`src/rtl/if_slice.sv`:
```
`timescale 1ns/1ps
// if_slice -- instruction-fetch stage feeding the decode slice.
//
// Holds the program counter, issues one outstanding request at a time to a
// variable-latency instruction memory, and buffers the returned words in a
// small FIFO. The FIFO head drives decode as {instr, fetched PC + 1}.
//
// Ports
//   clk, rst      clock, asynchronous active-high reset
//   stall         decode cannot accept; head is held, fetching continues
//   redirect      load redirect_pc, flush buffer, drop any in-flight word
//   redirect_pc   new fetch address
//   imem_req      one-cycle request strobe (combinational, same cycle as issue)
//   imem_addr     request address, meaningful only with imem_req
//   imem_valid    response strobe, 1+ cycles after imem_req
//   imem_rdata    response word
//   instr_out     instruction to decode (BUBBLE when nothing valid)
//   PC_inc_out    fetched PC + 1 (0 when nothing valid)
//   fb_empty      fetch buffer empty
module if_slice #(
    parameter logic [15:0] RESET_PC = 16'h0000,
    parameter int          FB_DEPTH = 2,
    parameter logic [15:0] BUBBLE   = 16'hF000
) (
    input  logic        clk,
    input  logic        rst,
    input  logic        stall,
    input  logic        redirect,
    input  logic [15:0] redirect_pc,
    output logic        imem_req,
    output logic [15:0] imem_addr,
    input  logic        imem_valid,
    input  logic [15:0] imem_rdata,
    output logic [15:0] instr_out,
    output logic [15:0] PC_inc_out,
    output logic        fb_empty
);

    localparam int PW = (FB_DEPTH > 1) ? $clog2(FB_DEPTH) : 1;
    localparam int CW = $clog2(FB_DEPTH + 1);

    typedef enum logic [1:0] {IDLE, WAIT, DISCARD} state_t;

    typedef struct packed {
        logic [15:0] word;
        logic [15:0] pc_inc;
    } fb_entry_t;

    fb_entry_t      r_fb [FB_DEPTH];
    logic [PW-1:0]  r_rd_ptr, r_wr_ptr;
    logic [CW-1:0]  r_count;
    logic [15:0]    r_pc, r_req_addr;
    state_t         r_state;
    // A request issued before a reset may still answer afterwards; that one
    // stray response is legal and must not trip the protocol check.
    logic           r_orphan;

    logic           w_empty, w_push, w_pop, w_issue, w_show;
    logic [CW-1:0]  w_count_next;
    fb_entry_t      w_head;

    assign w_empty      = (r_count == '0);
    assign w_pop        = !w_empty && !stall && !redirect;
    assign w_push       = (r_state == WAIT) && imem_valid && !redirect;
    assign w_count_next = r_count + CW'(w_push) - CW'(w_pop);

    // Issue decision: IDLE looks at current occupancy; WAIT chains the next
    // request onto the returning word so a 1-cycle memory sustains 1 IPC.
    always_comb begin
        w_issue = 1'b0;
        unique case (r_state)
            IDLE:    w_issue = !redirect && (r_count < CW'(FB_DEPTH));
            WAIT:    w_issue = w_push && (w_count_next < CW'(FB_DEPTH));
            default: w_issue = 1'b0;
        endcase
        if (rst) w_issue = 1'b0;
    end

    assign imem_req  = w_issue;
    assign imem_addr = r_pc;

    // Redirect cycle shows BUBBLE even though the buffer is not flushed yet.
    assign w_head     = r_fb[r_rd_ptr];
    assign w_show     = !w_empty && !redirect;
    assign instr_out  = w_show ? w_head.word   : BUBBLE;
    assign PC_inc_out = w_show ? w_head.pc_inc : 16'h0000;
    assign fb_empty   = w_empty;

    // Buffer storage needs no reset; occupancy is tracked by r_count.
    always_ff @(posedge clk) begin
        if (w_push) begin
            r_fb[r_wr_ptr] <= '{word: imem_rdata, pc_inc: r_req_addr + 16'd1};
        end
    end

    always_ff @(posedge clk or posedge rst) begin
        if (rst) begin
            r_state    <= IDLE;
            r_pc       <= RESET_PC;
            r_req_addr <= RESET_PC;
            r_count    <= '0;
            r_rd_ptr   <= '0;
            r_wr_ptr   <= '0;
            r_orphan   <= 1'b1;
        end else begin
            if (w_issue) begin
                r_pc       <= r_pc + 16'd1;
                r_req_addr <= r_pc;
            end
            if (redirect) r_pc <= redirect_pc;

            if (redirect) begin
                r_count  <= '0;
                r_rd_ptr <= '0;
                r_wr_ptr <= '0;
            end else begin
                if (w_push) r_wr_ptr <= r_wr_ptr + PW'(1);
                if (w_pop)  r_rd_ptr <= r_rd_ptr + PW'(1);
                r_count <= w_count_next;
            end

            if (imem_valid || w_issue) r_orphan <= 1'b0;

            unique case (r_state)
                IDLE: begin
                    if (w_issue) r_state <= WAIT;
                end
                WAIT: begin
                    // Response always ends this request; a same-cycle
                    // redirect suppresses both push and chained issue.
                    if (imem_valid)    r_state <= w_issue ? WAIT : IDLE;
                    else if (redirect) r_state <= DISCARD;
                end
                DISCARD: begin
                    if (imem_valid) r_state <= IDLE;
                end
                default: r_state <= IDLE;
            endcase
        end
    end

    // A response with nothing outstanding is a memory-side protocol error.
    a_no_spurious_valid: assert property (@(posedge clk) disable iff (rst)
        !(imem_valid && (r_state == IDLE) && !r_orphan))
        else $error("if_slice: imem_valid with no request outstanding");

endmodule

```
`config.mk`:
```
export PLATFORM = sky130hd
export DESIGN_NAME = if_slice
export DESIGN_NICKNAME = d
export VERILOG_FILES = /design/src/rtl/if_slice.sv
export SDC_FILE = /design/constraint.sdc
export NUM_CORES = 1
export LEC_CHECK = 0
export ABC_AREA = 1
export CORE_AREA = 2 2 129 106
export DETAILED_ROUTE_END_ITERATION = 6
export DIE_AREA = 0 0 131 108
export PLACE_DENSITY = 0.7
export SYNTH_ARGS = -nofsm -noshare
export SYNTH_HDL_FRONTEND = slang
export SYNTH_SLANG_ARGS = --single-unit
```
`constraint.sdc`:
```
create_clock -name clk -period 3.5 [get_ports clk]
set_input_delay 0.7 -clock clk [delete_from_list [all_inputs] [get_ports clk]]
set_output_delay 0.7 -clock clk [all_outputs]
set_load 0.01 [all_outputs]
```
; Word-level counts from Yosys, hierarchy flattened
; Memory sizes are Yosys's and may differ from the RTL's.
; Index checks and enable logic that the tools add are counted.
[word_totals]
reg_bits = 38
mem_bits_rw = 64
input_bits = 37
output_inout_bits = 50
memories = 1
[op_classes]
n_addsub = 6
magnitude_cmp = 2
eq_ne = 5
n_mux = 19
n_reduce_logical = 16
[memory_table]
columns = memory, depth, width, rd, rd_ports_with_merged_regs, wr, line
row1 = r_fb, 2, 32, 1, 0, 1, 49  ; fb_entry_t r_fb [FB_DEPTH];
[ops]
columns = operator, count
row1 = 16-bit two-way mux, 4
row2 = "16-bit by 1-bit adder with 16-bit output, second input constant", 2
row3 = 2-bit two-way mux, 5
row4 = 1-bit two-way mux, 8
row5 = 1-bit logical AND, 7
row6 = 2-bit one-hot mux with 3 select lines, 1
row7 = 2-bit nonzero test, 3
row8 = 2-bit logical NOT, 2
row9 = "2-bit less-than comparator, second input constant", 2
row10 = "2-bit inequality test, second input constant", 2
row11 = 1-bit logical NOT, 3
row12 = "3-bit inequality test, second input constant", 1
row13 = 3-bit AND reduction, 1
row14 = "1-bit adder, second input constant", 2
row15 = 2-bit by 1-bit adder with 2-bit output, 1
row16 = "2-bit by 1-bit == test with 1-bit output, second input constant", 1
row17 = "2-bit == test, second input constant", 1
row18 = 1-bit one-hot mux with 2 select lines, 1
row19 = 2-bit by 1-bit subtractor with 2-bit output, 1

; Longest topological paths before layout
[depth]
depth_word = 12
mapped_depth = 16
ltp_nobuf = 15

; Least setup slack after synthesis
; OpenSTA, ideal clock, no wires.
[synth_path]
path_kind = in2reg
start = input port redirect
end = memory r_fb[1][0] in the netlist's numbering (enable)
arrival_ns = 2.685
required_ns = 3.079
slack_ns = 0.394
stages = 5
path_buffers = 2
path_cell_list = buf_4 inv_2 clkbuf_1 nand2_1 nor2_1
[synth_between]
elab_chain_len = 4
[synth_lines]
columns = item, line
row1 = start: declaration, 28  ; input logic redirect,
row2 = 1-bit logical NOT, 64  ; assign w_push = (r_state == WAIT) && imem_valid && !redirect;
row3 = 1-bit logical AND, 64
row4 = 1-bit two-way mux, 91  ; if (w_push) begin
row5 = 1-bit two-way mux (implied by the code), 92  ; r_fb[r_wr_ptr] <= '{word: imem_rdata, pc_inc: r_req_addr + 16'd1};
row6 = end: declaration, 49
; Every way passes these cells.

; Worst setup path in the final report
[layout_path]
start = input port imem_valid
end = output port imem_req
[layout_between]
elab_chain_len = 8
[layout_lines]
columns = item, line
row1 = start: declaration, 32  ; input logic imem_valid,
row2 = 1-bit logical AND (*) (2 in a row), 64
row3 = 2-bit by 1-bit adder with 2-bit output, 65  ; assign w_count_next = r_count + CW'(w_push) - CW'(w_pop);
row4 = 2-bit by 1-bit subtractor with 2-bit output, 65
row5 = 2-bit less-than comparator, 73  ; WAIT: w_issue = w_push && (w_count_next < CW'(FB_DEPTH));
row6 = 1-bit logical AND (*), 73
row7 = 1-bit one-hot mux with 2 select lines (*), 71  ; unique case (r_state)
row8 = 1-bit two-way mux (*), 76  ; if (rst) w_issue = 1'b0;
row9 = end: declaration, 30  ; output logic imem_req,
; Mark *: on every way between the ends. The rest lies on a longest branch, timed or not.

==> impl_results.md <==
* Worst slew pin tran at 0.474 ns
* Core ar. at 12700 um2
* Share of cells above drive strength 1 at 15.1%
* RSZ-0062 raised after global routing: false
* Max cap viols at 0
* Antenna violations before repair at 0
* Ys flop type: edfxtp_1
* RR Startpoint: r_count[1]
* Hold Vio Cnt, Final at 0
* Synth async-reset ratio at 37.3%
* CP Capture Type: output port
* Setup Fix Bufs, Post-CTS at 0
* Clock insertion delay at the later pin of the skew report at 0.35 ns
* Maximum VDD drop at 0.289 mV
* Synth top area share at 38.3%
* H-tree depth at 3
* Clk_skew at 0.00635 ns
* Yosys top cell by area: edfxtp_1
* Synth top area cells: edfxtp_1, dfrtp_1, nand2_1
* Worst Hold Launch: r_state[1]
* Worst path required time at 2.80 ns
* Top post-synthesis cells by count: nand2_1, inv_1, edfxtp_1
* Routed vias/inst at 4.69
* Total placed instance area at 6120 um2
* CTS sink cnt at 102
* Area grow syn2layout at 27.5%
* Number of remaining DRC errors at 0
* Clock-pin transition on the worst setup and hold timing paths at 0.07 ns
* Max Fclk at 298 MHz
* Worst setup SP type: input port
* Power Density at 481 nW/um2
* Hold Path Class: reg -> reg
* Synth Net Count at 547
* CTS tree: built
* Reg-to-reg slack, setup at 1.30 ns
* Register area share after synthesis at 57.3%
* Flip-flop and latch area at 2870 um2
* Placed Cells at 763
* Syn Area/Cell at 9.91 um2
* GRT Residual Overflow at 0
* Fillers at 1146
* Synthesis Warnings at 0
* Slew Limit Fails at 0
* Most frequent cell after synthesis: nand2_1
* I/O Buffers at 86
* Overall routing resource usage at 15.6%
* First-pass GRT wire length at 17100 um
* Critical-path maximum fanout at 2
* Post-synth EDFFs at 64
* Worst slack at placement at -0.133 ns
* Worst hold margin at 0.480 ns
* Post-Syn Instances at 506
* Non-Filler Instances at 779
* Die width at 131 um
* Seq cells post-synth at 102
* Setup-failing EPs final at 0
* 1st-iter DRT viols at 171
* Largest net degree at the start of global routing at 46
* Synthesized cell area at 5010 um2
* DRT Pass-1 Iters at 4
* Fin crit share at 95.8%
* Io pins at 87
* Vias in the first global route at 3617
* Root buf cell: clkbuf_16
* Data arrival, critical path at 2.65 ns
* Row cnt at 37
* FF-to-FF End: r_req_addr[13]
* Nets at 640
* Design area at 6390 um2
* Antenna viol nets, final at 0
* Max transition margin at 68.4%
* Final critical-path required period at 3.35 ns
* HPWL after DPL at 7320 um
* Hold endpoint: r_state[0]
* Multi-input gate area in the final layout at 1780 um2
* WHS Path Cells at 1
* Leakage at 2.76 nW
* Total number of vias at 3650
* Hold-fix buffers, CTS at 0
* Initial Util at 39.4%
* Final worst setup slack at 0.147 ns
* Power Total at 0.00308 W
* Post-CTS resize count at 1
* Status: completed
* Clk buf depth at 2
* Synth unique cells at 30
* Routed WL per cell at 13.6 um
* Reg2reg path depth at 12
* Placer congestion estimate at 0.807
* Kind of critical path: in -> out
* Routed WL at 10600 um
* Total CTS buffers at 9
* Die H at 108 um
* # diodes at 0
* Die ar. at 14100 um2
==> where the power goes <==
group / leakage, nW / total [W] / internal [W] / switching, W
registers: 1.07 / 0.00157 / 0.00143 / 0.000139
clock network: 0.131 / 0.000910 / 0.000482 / 0.000428
logic: 1.56 / 0.000594 / 0.000283 / 0.000311
total: 2.76 / 0.00308 / 0.00220 / 0.000879
==> layer usage <==
| layer | track usage [%] | routed length (um) | vias to the layer above | part of all wire (%) |
|---|---|---|---|---|
| met2 | 23.6 | 4530 | 122 | 43 |
| met3 | 4.16 | 678 | 13 | 6.4 |
| li1 | - | - | 1845 | - |
| met5 | 0 | 0 | - | 0 |
| met4 | 4.18 | 119 | 0 | 1.1 |
| met1 | 22.2 | 5250 | 1670 | 50 |
==> critical path: stages <==
cell and delay (ns):
clkdlybuf4s50_1 0.50, nand3_2 0.10, nor2_2 0.10, inv_1 0.08, ha_1 0.29, inv_1 0.06
ha_1 0.15, inv_1 0.04, nand2_1 0.10, nand3_2 0.10, a21oi_2 0.18, clkdlybuf4s15_1 0.26
==> metrics by stage <==
step | util, % | setup TNS [ns]
6_report | 50.2 | 0
5_1_grt | 50.2 | 0
4_1_cts | 50.2 | 0
3_5_place_dp | 48.1 | -0.133
3_3_place_gp | 48.1 | -0.0735
2_1_floorplan | - | 0
==> how the worst max path moves through the flow <==
stage / start / endpoint / slack, ns / cells past startpoint
final: imem_valid / imem_req / 0.15 / 12
after global routing: imem_valid / imem_req / 0.005 / 11
after CTS: imem_valid / imem_req / 0.13 / 11
after detailed placement: imem_valid / imem_req / -0.13 / 11
after global placement: imem_valid / imem_req / -0.07 / 11
after floorplan: redirect / r_fb[1][0] / 0.39 / 5
==> flip-flops by register name, summed over array words and instances (netlist names) <==
| name | cells |
|---|---|
| r_fb | 64 |
| r_state | 2 |
| r_wr_ptr | 1 |
| imem_addr | 16 |
| r_req_addr | 16 |
| r_count | 2 |
| r_rd_ptr | 1 |
==> layout make-up <==
type	count	area share, %
flip-flops and latches	102	44.9
well taps	175	3.43
clock inverters	7	0.724
repair buffers	101	15.6
inverters	68	3.99
clock buffers	9	3.52
multi-input cells	317	27.8
==> layout by cell type (no fill, tap or decap), drive strengths merged <==
| cell | count |
|---|---|
| nand4 | 9 |
| mux2 | 28 |
| nor3 | 3 |
| a21oi | 3 |
| clkdlybuf4s50 | 85 |
| xnor2 | 7 |
| clkbuf | 9 |
| dfrtp | 38 |
| clkinvlp | 1 |
| edfxtp | 64 |
| buf | 15 |
| ha | 4 |
| nor2 | 25 |
| o31ai | 2 |
| xor2 | 7 |
| clkdlybuf4s15 | 1 |
| inv | 70 |
| nand2 | 153 |
| nand3 | 50 |
| clkinv | 4 |
| o21ai | 21 |
| o41ai | 1 |
| o211ai | 4 |
==> cells by family (layout without fill, tap and decap cells) <==
| family | count (synthesis) | after routing | share of synthesized area (%) |
|---|---|---|---|
| compound gates | 31 | 31 | 3.84 |
| buf+inv | 87 | 185 | 7.44 |
| simple gates | 240 | 240 | 21.7 |
| mux | 28 | 28 | 6.29 |
| fa+ha+maj | 4 | 4 | 0.998 |
| xor+xnor | 14 | 14 | 2.45 |
| flops | 102 | 102 | 57.3 |
No activity file was read; power rests on OpenSTA's default activity.
